[src/rtl/start_trigger.sv]
// Start-pulse generator: synchronises and debounces a raw trigger and issues one-cycle start pulses.
// It holds one request pending while downstream is busy. Define START_TRIG_CNT_EN to add the o_trig_cnt fire counter.
module start_trigger #(
    parameter int DEB_VAL      = 4,
    parameter int DEB_VAL_SIZE = 3
) (
    input  logic       i_clk,
    input  logic       i_rst,
    input  logic       i_ce,
    input  logic       i_btn,
    input  logic       i_busy,
    output logic       o_start,
    output logic       o_pending,
`ifdef START_TRIG_CNT_EN
    output logic [7:0] o_trig_cnt,
`endif
    output logic       o_btn_db
);

    typedef enum logic [1:0] {
        IDLE,
        ARMED,
        FIRE,
        WAIT_ACK
    } state_t;

    localparam logic [DEB_VAL_SIZE-1:0] DEB_LAST = DEB_VAL_SIZE'(DEB_VAL - 1);

    logic                    sync_q1;
    logic                    btn_s;
    logic [DEB_VAL_SIZE-1:0] deb_cnt;
    logic                    btn_db_q;
    logic                    rise;
    logic                    req;
    logic                    pend;
    logic                    next_pend;
    logic [1:0]              tmo;
    logic [1:0]              next_tmo;
    state_t                  state;
    state_t                  next_state;

    // Two-flop synchroniser runs every cycle; only the debounce count is ce-gated.
    always_ff @(posedge i_clk or posedge i_rst) begin
        if (i_rst) begin
            sync_q1 <= 1'b0;
            btn_s   <= 1'b0;
        end else begin
            sync_q1 <= i_btn;
            btn_s   <= sync_q1;
        end
    end

    always_ff @(posedge i_clk or posedge i_rst) begin
        if (i_rst) begin
            deb_cnt  <= '0;
            o_btn_db <= 1'b0;
            btn_db_q <= 1'b0;
        end else begin
            btn_db_q <= o_btn_db;
            if (btn_s == o_btn_db) begin
                deb_cnt <= '0;
            end else if (i_ce) begin
                if (deb_cnt == DEB_LAST) begin
                    o_btn_db <= ~o_btn_db;
                    deb_cnt  <= '0;
                end else begin
                    deb_cnt <= deb_cnt + 1'b1;
                end
            end
        end
    end

    assign rise = o_btn_db & ~btn_db_q;
    assign req  = rise | pend;

    // A rise seen while a start is already in flight is parked in the single-depth pending flag.
    always_comb begin
        next_state = state;
        next_pend  = pend;
        next_tmo   = 2'd0;
        case (state)
            IDLE: begin
                if (req) begin
                    next_state = i_busy ? ARMED : FIRE;
                end
            end
            ARMED: begin
                if (!i_busy) begin
                    next_state = FIRE;
                end
            end
            FIRE: begin
                next_state = WAIT_ACK;
            end
            WAIT_ACK: begin
                if (i_busy || tmo == 2'd3) begin
                    next_state = IDLE;
                end else begin
                    next_tmo = tmo + 2'd1;
                end
            end
            default: begin
                next_state = IDLE;
            end
        endcase
        if (rise && state != IDLE) begin
            next_pend = 1'b1;
        end
        if (next_state == FIRE) begin
            next_pend = 1'b0;
        end
    end

    always_ff @(posedge i_clk or posedge i_rst) begin
        if (i_rst) begin
            state     <= IDLE;
            pend      <= 1'b0;
            tmo       <= 2'd0;
            o_start   <= 1'b0;
            o_pending <= 1'b0;
        end else begin
            state     <= next_state;
            pend      <= next_pend;
            tmo       <= next_tmo;
            o_start   <= (next_state == FIRE);
            o_pending <= (next_state == ARMED) | next_pend;
        end
    end

`ifdef START_TRIG_CNT_EN
    // Counts entries into FIRE, saturating at 255.
    always_ff @(posedge i_clk or posedge i_rst) begin
        if (i_rst) begin
            o_trig_cnt <= 8'd0;
        end else if (next_state == FIRE && state != FIRE && o_trig_cnt != 8'hFF) begin
            o_trig_cnt <= o_trig_cnt + 8'd1;
        end
    end
`endif

endmodule

[config.mk]
export PLATFORM = sky130hd
export DESIGN_NAME = start_trigger
export DESIGN_NICKNAME = d
export VERILOG_FILES = /design/src/rtl/start_trigger.sv
export SDC_FILE = /design/constraint.sdc
export NUM_CORES = 1
export LEC_CHECK = 0
export CAP_MARGIN = 0
export CORE_MARGIN = 2
export CORE_UTILIZATION = 40
export DETAILED_ROUTE_END_ITERATION = 7
export SLEW_MARGIN = 10
export SYNTH_ARGS = -nofsm -noshare
export SYNTH_HDL_FRONTEND = slang
export SYNTH_SLANG_ARGS = --single-unit
[constraint.sdc]
create_clock -name i_clk -period 2.65 [get_ports i_clk]
set_clock_uncertainty 0.05 [all_clocks]
set_input_delay 0.3975 -clock i_clk [delete_from_list [all_inputs] [get_ports i_clk]]
set_output_delay 0.3975 -clock i_clk [all_outputs]
set_load 0.05 [all_outputs]
* Word-level counts from Yosys, hierarchy flattened *
Index checks and enable logic that the tools add are counted.

cells by class
  mux-type cells = 12
  equal/unequal tests = 8
  reduce and logical (&&, ||, !) cells = 6
  add/subtract/negate cells = 2
  bitwise logic cells = 6

operators by type and width
  cell                                           number
  two-way mux 2 bit                              6
  two-way mux 3 bit                              3
  == test 2 bit, second input constant           4
  one-hot mux 2 bit (4 select lines)             1
  == test 2 x 1 -> 1 bit, second input constant  2
  nonzero test 2 bit                             2
  adder 3 x 1 -> 3 bit, second input constant    1
  == test 3 x 2 -> 1 bit, second input constant  1
  inverter 1 bit                                 3
  AND reduction 3 bit                            1
  adder 2 x 1 -> 2 bit, second input constant    1
  zero test 2 bit                                1
  two-way mux 1 bit                              2
  bitwise OR 1 bit                               2
  bitwise AND 1 bit                              1
  == test 1 bit                                  1
  logical AND 1 bit                              1
  logical OR 1 bit                               1

storage, ports and cells
  flip-flop bits (word level) = 14
  output and inout port bits = 3
  input bits = 5
  logic and storage cells = 44

* Longest topological paths before layout *
Gate-level depths: netlist of run 1.

  depth in word-level cells = 8
  gate-level depth with buffers = 4
  mapped depth without buffers = 4

* Worst setup path after synthesis of run 1 *
No wires, ideal clock.

  path kind = reg-to-reg
  from = register o_btn_db
  to = register state[1]
  path slack = 1.391 ns
  arrival = 1.117 ns
  data required time = 2.508 ns
  stages on the path, launching flop included = 4
  setup time = 0.092 ns
  period minus slack after synthesis = 1.259 ns
  cell sequence = dfrtp_1 > nor2b_4 > nor3_2 > o31ai_2

between the ends
  cells in the longest elaborated chain, start to end = 4

RTL lines
  what                                line  source
  start, declared                     17    output logic o_btn_db
  start signal, assigned              64    o_btn_db <= ~o_btn_db;
  bitwise AND 1 bit                   73    assign rise = o_btn_db & ~btn_db_q;
  bitwise OR 1 bit                    74    assign req = rise | pend;
  two-way mux 2 bit                   83    if (req) begin
  one-hot mux 2 bit (4 select lines)  81    case (state)
  net next_state[1]                   40    state_t next_state;
  end signal, assigned                122   state <= next_state;
  end, declared                       39    state_t state;

The timed path passes the listed nets, and every way through them passes these cells.
A chain may end at the register's enable or synchronous reset.

* Worst setup path in the final report of run 1 *
  from = register o_btn_db
  to = output o_btn_db

No word-level cell between the ends.

==> flow_summary_export.csv, run 1 <==
group,metric,value,unit
setup_path,crit_family,"buffers and inverters",
floorplanning,die_w,41.9,µm
power,power.clock.fraction,19.1,%
routing,drt-initial-drc-count,5,
finish,layout.nets,66,
setup_path,worst_path_max_delay_cell,"clkdlybuf4s50_1",
timing,fmax,502,MHz
yosys,synth_cell_types,20,
yosys,synth_nets,54,
finish,final_common_cell,"dfrtp_1",
status,status,"complete, no violations",
cts,clockBufferDepth,2,
floorplanning,core_area,1320,µm²
timing,tightest_slew,0.497,ns
power,p_per_area,1120,nW/µm²
routing,drc,0,
cts,cts_root_buffer,"clkbuf_4",
setup_path,r2r-end,"o_btn_db",
setup_path,critPathMaxFanout,5,
cts,cts_buffers,3,
flow_run,cap_violations,0,
timing,final-hold-violation-count,0,
setup_path,worstSetupStartpointType,"flip-flop",
floorplanning,io_pins,8,
grt,overflow,0,
setup_path,rr_startpoint,"deb_cnt[0]",
routing,via_count,365,
routing,wl,893,µm
timing,setup-violations-final,0,
yosys,synth_area,574,µm²
min_path,hold_class,"reg2reg",
power,p_switching,0.000297,W
floorplanning,initial_core_util,43.6,%
cts,clkLatencyLatePin,0.27,ns
yosys,yosysWarnings,0,
finish,layout_common_cells,"14 x dfrtp_1, 7 x clkdlybuf4s50_1, 5 x nor2_1",
power,ir_drop,0.549,mV
finish,n_antenna_cell,0,
finish,area_growth,21.8,%
yosys,synth_area_leaders,"dfrtp_1 61%, ha_1 4.4%, nor2_1 3.3%",
placed_design,place.gp.congestion,0.689,
routing,routed_via_density,5.00,
cts,postCtsResizedCells,0,
power,leakagePower,0.324,nW
yosys,synthCells,47,
cts,tritoncts,"built",
power,power,0.000781,W
setup_path,cp.required,2.20,ns
placed_design,hpwl,668,µm
routing,ant_nets,0,
cts,cts_sinks,14,
grt,grt_use_total,11.4,%
yosys,ys_ff_latch,14,
cts,postCtsSetupBuffers,0,
routing,drt-pass1-iter-count,4,
placed_design,port-buffer-count,7,
grt,grt_max_degree,15,
yosys,syn_avg_cell_area,12.2,µm²
grt,antenna_found_initial,0,
timing,fin_tns_setup,0,ns
timing,maxSlewViolCount,0,
setup_path,cp_num_buf_inv,1,
setup_path,r2r_cells,4,
cts,cts_max_level,1,
floorplanning,die_h,41.9,µm
timing,rsz0062_at_grt,"no",
routing,wl_per_cell,12.2,µm
yosys,synth_top_area_share,61.0,%
setup_path,startpoint,"o_btn_db",
timing,relSlewSlack,66.8,%
floorplanning,std_cell_rows,13,
power,internal_power,0.000484,W
setup_path,worstPathCellList,"clkdlybuf4s50_1",
setup_path,end_kind,"output pin",
cts,ctsHoldBuffers,0,
finish,fillers,118,
power,switching_share,38.0,%
grt,grt_pass1_wl,1530,µm
grt,grt_pass1_vias,353,
setup_path,max_stage_delay,0.84,ns
finish,drive_gt1_share,19.0,%
finish,multi_input_area,216,µm²
yosys,seq_area_frac_synth,61.0,%
finish,seqCellArea,350,µm²
setup_path,cp_num_cells,1,
timing,fin_crit_sh,75.2,%
cts,clkTransAtPathRegs,0.08,ns
setup_path,cp-endpoint,"o_btn_db",
power,p_seq_share,44.0,%
setup_path,criticalPathCategory,"reg2out",
floorplanning,die_area,1750,µm²
timing,fin_crit,1.99,ns
power,power_frac_comb,36.9,%
setup_path,cp.arrival,1.54,ns
yosys,post-synth-top-area-cell,"dfrtp_1",
setup_path,reg2reg_slack,1.45,ns
[layout make-up]
type,count,share of cell area (%)
Clock buffer,4,5.19
Inverter,2,1.07
Multi-Input combinational cell,31,30.9
Sequential cell,14,50.1
Tap cell,15,2.68
Timing Repair Buffer,7,10.0
[flip-flops by register name, indices dropped and copies added (netlist names)]
| signal | cells |
|---|---|
| deb_cnt | 3 |
| o_pending | 1 |
| pend | 1 |
| btn_db_q | 1 |
| o_btn_db | 1 |
| o_start | 1 |
| btn_s | 1 |
| state | 2 |
| sync_q1 | 1 |
| tmo | 2 |
[synth_stat cells]
library cell,n
nand3b_1,2
nand2_2,1
nor2b_4,1
dfrtp_1,14
nand2_1,4
inv_1,2
ha_1,2
nor3_1,1
o21ai_0,2
nor2_1,5
a21oi_1,3
xnor2_1,1
nor3b_2,1
nor2_2,1
nand2b_1,2
nor3_2,1
mux2_4,1
mux2i_1,1
o31ai_2,1
o21ai_1,1
[metrics by stage]
stage / std cells / instance area, µm² / hold WS [ns] / setup slack [ns] / utilization, %
floorplan: 47 / 574 / 0.237 / 1.39 / -
global placement: 69 / 663 / 0.289 / 0.992 / 50.3
detailed placement: 69 / 663 / 0.302 / 0.972 / 50.3
CTS: 73 / 699 / 0.321 / 0.648 / 53.1
global route: 73 / 699 / 0.347 / 0.610 / 53.1
finish: 73 / 699 / 0.316 / 0.658 / 53.1
[per-layer routing]
layer / global-route usage (%) / wire [µm]
met1: 14.4 / 409
met2: 20.0 / 455
met3: 2.61 / 27
met4: 1.94 / 0
met5: 0 / 0
[how the worst min path moves through the flow]
stage             from  depth (start not counted)  slack [ns]        to
3_3_place_gp   sync_q1                          0        0.29     btn_s
4_1_cts        sync_q1                          0        0.32     btn_s
6_report       sync_q1                          0        0.32     btn_s
2_1_floorplan    i_rst                          1        0.24  btn_db_q
3_5_place_dp   sync_q1                          0        0.30     btn_s
5_1_grt        sync_q1                          0        0.35     btn_s
[logic make-up after synthesis]
logic type                 after synthesis  synth area share, %
DFF                                     14                 61.0
and+or+nand+nor                         19                 20.0
buffers and inverters                    2                 1.31
adders and majority gates                2                 4.36
xor gates and xnor gates                 1                 1.53
AOI/OAI and AO/OA                        7                 7.41
muxes                                    2                 4.36
[power by group through the flow]
stage | sequential, W | clock [W] | combinational [W]
6_report | 0.000344 | 0.000149 | 0.000288
3_3_place_gp | 0.000337 | 0 | 0.000273
5_1_grt | 0.000351 | 0.000165 | 0.000312
3_5_place_dp | 0.000346 | 0 | 0.000289
2_1_floorplan | 0.000407 | 0 | 0.000141
4_1_cts | 0.000344 | 0.000153 | 0.000293
Note: power is estimated with default switching activity, not from simulation.
==> run 2, diff against run 1 <==
==> constraint.sdc (replaced) <==
create_clock -name i_clk -period 2 [get_ports i_clk]
set_clock_uncertainty 0.05 [all_clocks]
set_input_delay 0.3 -clock i_clk [delete_from_list [all_inputs] [get_ports i_clk]]
set_output_delay 0.3 -clock i_clk [all_outputs]
set_load 0.05 [all_outputs]
==> flow_summary_export.csv, run 2 (synthesized netlist as in run 1, its figures left out) <==
group,metric,value,unit
cts,clkTransAtPathRegs,0.08,ns
grt,grt_pass1_wl,1590,µm
timing,tightest_slew,0.502,ns
grt,antenna_found_initial,0,
cts,postCtsSetupBuffers,0,
placed_design,hpwl,696,µm
timing,rsz0062_at_grt,"no",
routing,drc,0,
timing,final-hold-violation-count,0,
floorplanning,die_w,41.9,µm
finish,n_antenna_cell,0,
finish,layout.nets,66,
timing,fin_crit_sh,94.3,%
status,status,"complete, no violations",
finish,largest_registers,"deb_cnt (3), state (2), tmo (2)",
routing,routed_via_density,4.89,
timing,fin_tns_setup,0,ns
power,leakagePower,0.324,nW
grt,grt_pass1_vias,380,
cts,clockBufferDepth,2,
setup_path,cp.required,1.65,ns
timing,fin_crit,1.89,ns
cts,ctsHoldBuffers,0,
power,p_seq_share,44.3,%
power,internal_power,0.000641,W
setup_path,worst_path_max_delay_cell,"clkdlybuf4s50_1",
timing,setup-violations-final,0,
finish,regMostFlops,"deb_cnt",
floorplanning,die_area,1750,µm²
routing,drt-pass1-iter-count,3,
setup_path,cp_num_cells,1,
routing,wl,855,µm
routing,via_count,357,
finish,area_growth,21.8,%
cts,tritoncts,"built",
floorplanning,die_h,41.9,µm
setup_path,end_kind,"output pin",
finish,finish.utilization,53.1,%
setup_path,reg2reg_slack,0.81,ns
finish,layout_common_cells,"14 x dfrtp_1, 7 x clkdlybuf4s50_1, 5 x nor2_1",
setup_path,worstPathCellList,"clkdlybuf4s50_1",
power,p_per_area,1470,nW/µm²
cts,cts_sinks,14,
power,p_switching,0.000384,W
setup_path,rr_startpoint,"deb_cnt[0]",
power,switching_share,37.5,%
grt,grt_use_total,12.1,%
floorplanning,std_cell_rows,13,
placed_design,port-buffer-count,7,
setup_path,crit_family,"buffers and inverters",
finish,largest_reg_flops,3,
finish,instances_no_fill,73,
setup_path,r2r_cells,4,
power,power_frac_comb,37.0,%
floorplanning,initial_core_util,43.6,%
flow_run,cap_violations,0,
finish,drive_gt1_share,19.0,%
cts,cts_max_level,1,
setup_path,cp.arrival,1.54,ns
routing,ant_nets,0,
cts,cts_buffers,3,
cts,clkLatencyLatePin,0.26,ns
routing,wl_per_cell,11.7,µm
timing,relSlewSlack,66.5,%
min_path,whs_path_depth,0,
finish,final_common_cell,"dfrtp_1",
finish,fillers,116,
setup_path,max_stage_delay,0.84,ns
grt,overflow,0,
setup_path,cp_num_buf_inv,1,
floorplanning,core_area,1320,µm²
cts,postCtsResizedCells,0,
routing,drt-initial-drc-count,4,
setup_path,worstSetupStartpointType,"flip-flop",
timing,maxSlewViolCount,0,
setup_path,criticalPathCategory,"reg2out",
placed_design,place.gp.congestion,0.689,
cts,cts_root_buffer,"clkbuf_4",
min_path,hold_class,"reg2reg",
power,power.clock.fraction,18.7,%
power,ir_drop,0.660,mV
floorplanning,io_pins,8,
timing,fmax,530,MHz
min_path,min-delay-start,"sync_q1",
grt,grt_max_degree,15,
setup_path,critPathMaxFanout,5,
setup_path,startpoint,"o_btn_db",
placed_design,numPlacedInstances,69,
run 2: through the flow:
step	hold WS [ns]	cell area [µm²]	setup WS, ns	total power (W)
floorplan	0.139	574	0.741	0.000725
global route	0.336	699	0.0553	0.00110
finish	0.312	699	0.114	0.00103
detailed placement	0.299	663	0.402	0.000846
CTS	0.317	699	0.0920	0.00104
global placement	0.289	663	0.440	0.000809
run 2: path summary, 6_finish.rpt:
| path | endpoint |
|---|---|
| setup / recovery | o_btn_db |
| hold / removal | btn_s |
| setup reg to reg | o_btn_db |
| hold reg to reg | btn_s |
| max in group asynchronous | deb_cnt[2] |
| min in group asynchronous | deb_cnt[0] |
run 2: power groups by stage:
stage	Combinational [W]	Sequential (W)	Clock [W]
after floorplan	0.000186	0.000539	0
final	0.000379	0.000454	0.000192
after global routing	0.000417	0.000468	0.000212
after global placement	0.000362	0.000447	0
after detailed placement	0.000385	0.000461	0
after CTS	0.000385	0.000456	0.000200
run 2: area by class of cell:
cell class	instances	area (µm²)	share of cell area [%]
Tap cell	15	18.8	2.68
Sequential cell	14	350	50.1
Inverter	2	7.51	1.07
Timing Repair Buffer	7	70.1	10.0
Multi-Input combinational cell	31	216	30.9
Clock buffer	4	36.3	5.19
run 2: routing by layer:
metal,GRT usage [%],up-vias,wire [µm]
met2,19.4,5,419
met1,14.4,170,386
met5,0,-,0
met4,8.39,0,27
met3,2.61,4,22
li1,-,178,-
==> run 3, diff against run 2 <==
==> constraint.sdc (replaced) <==
create_clock -name i_clk -period 2.35 [get_ports i_clk]
set_clock_uncertainty 0.05 [all_clocks]
set_input_delay 0.3525 -clock i_clk [delete_from_list [all_inputs] [get_ports i_clk]]
set_output_delay 0.3525 -clock i_clk [all_outputs]
set_load 0.05 [all_outputs]
==> results of run 3 <==
Same layout as run 1 (identical final DEF). Status: complete, no violations.
Main changes from that run: setup slack after placement 0.972 ns -> 0.717 ns; setup slack after layout 0.658 ns -> 0.403 ns; register-to-register setup slack 1.45 ns -> 1.15 ns; total power 0.000781 W -> 0.000880 W; worst IR drop on VDD 0.549 mV -> 0.619 mV
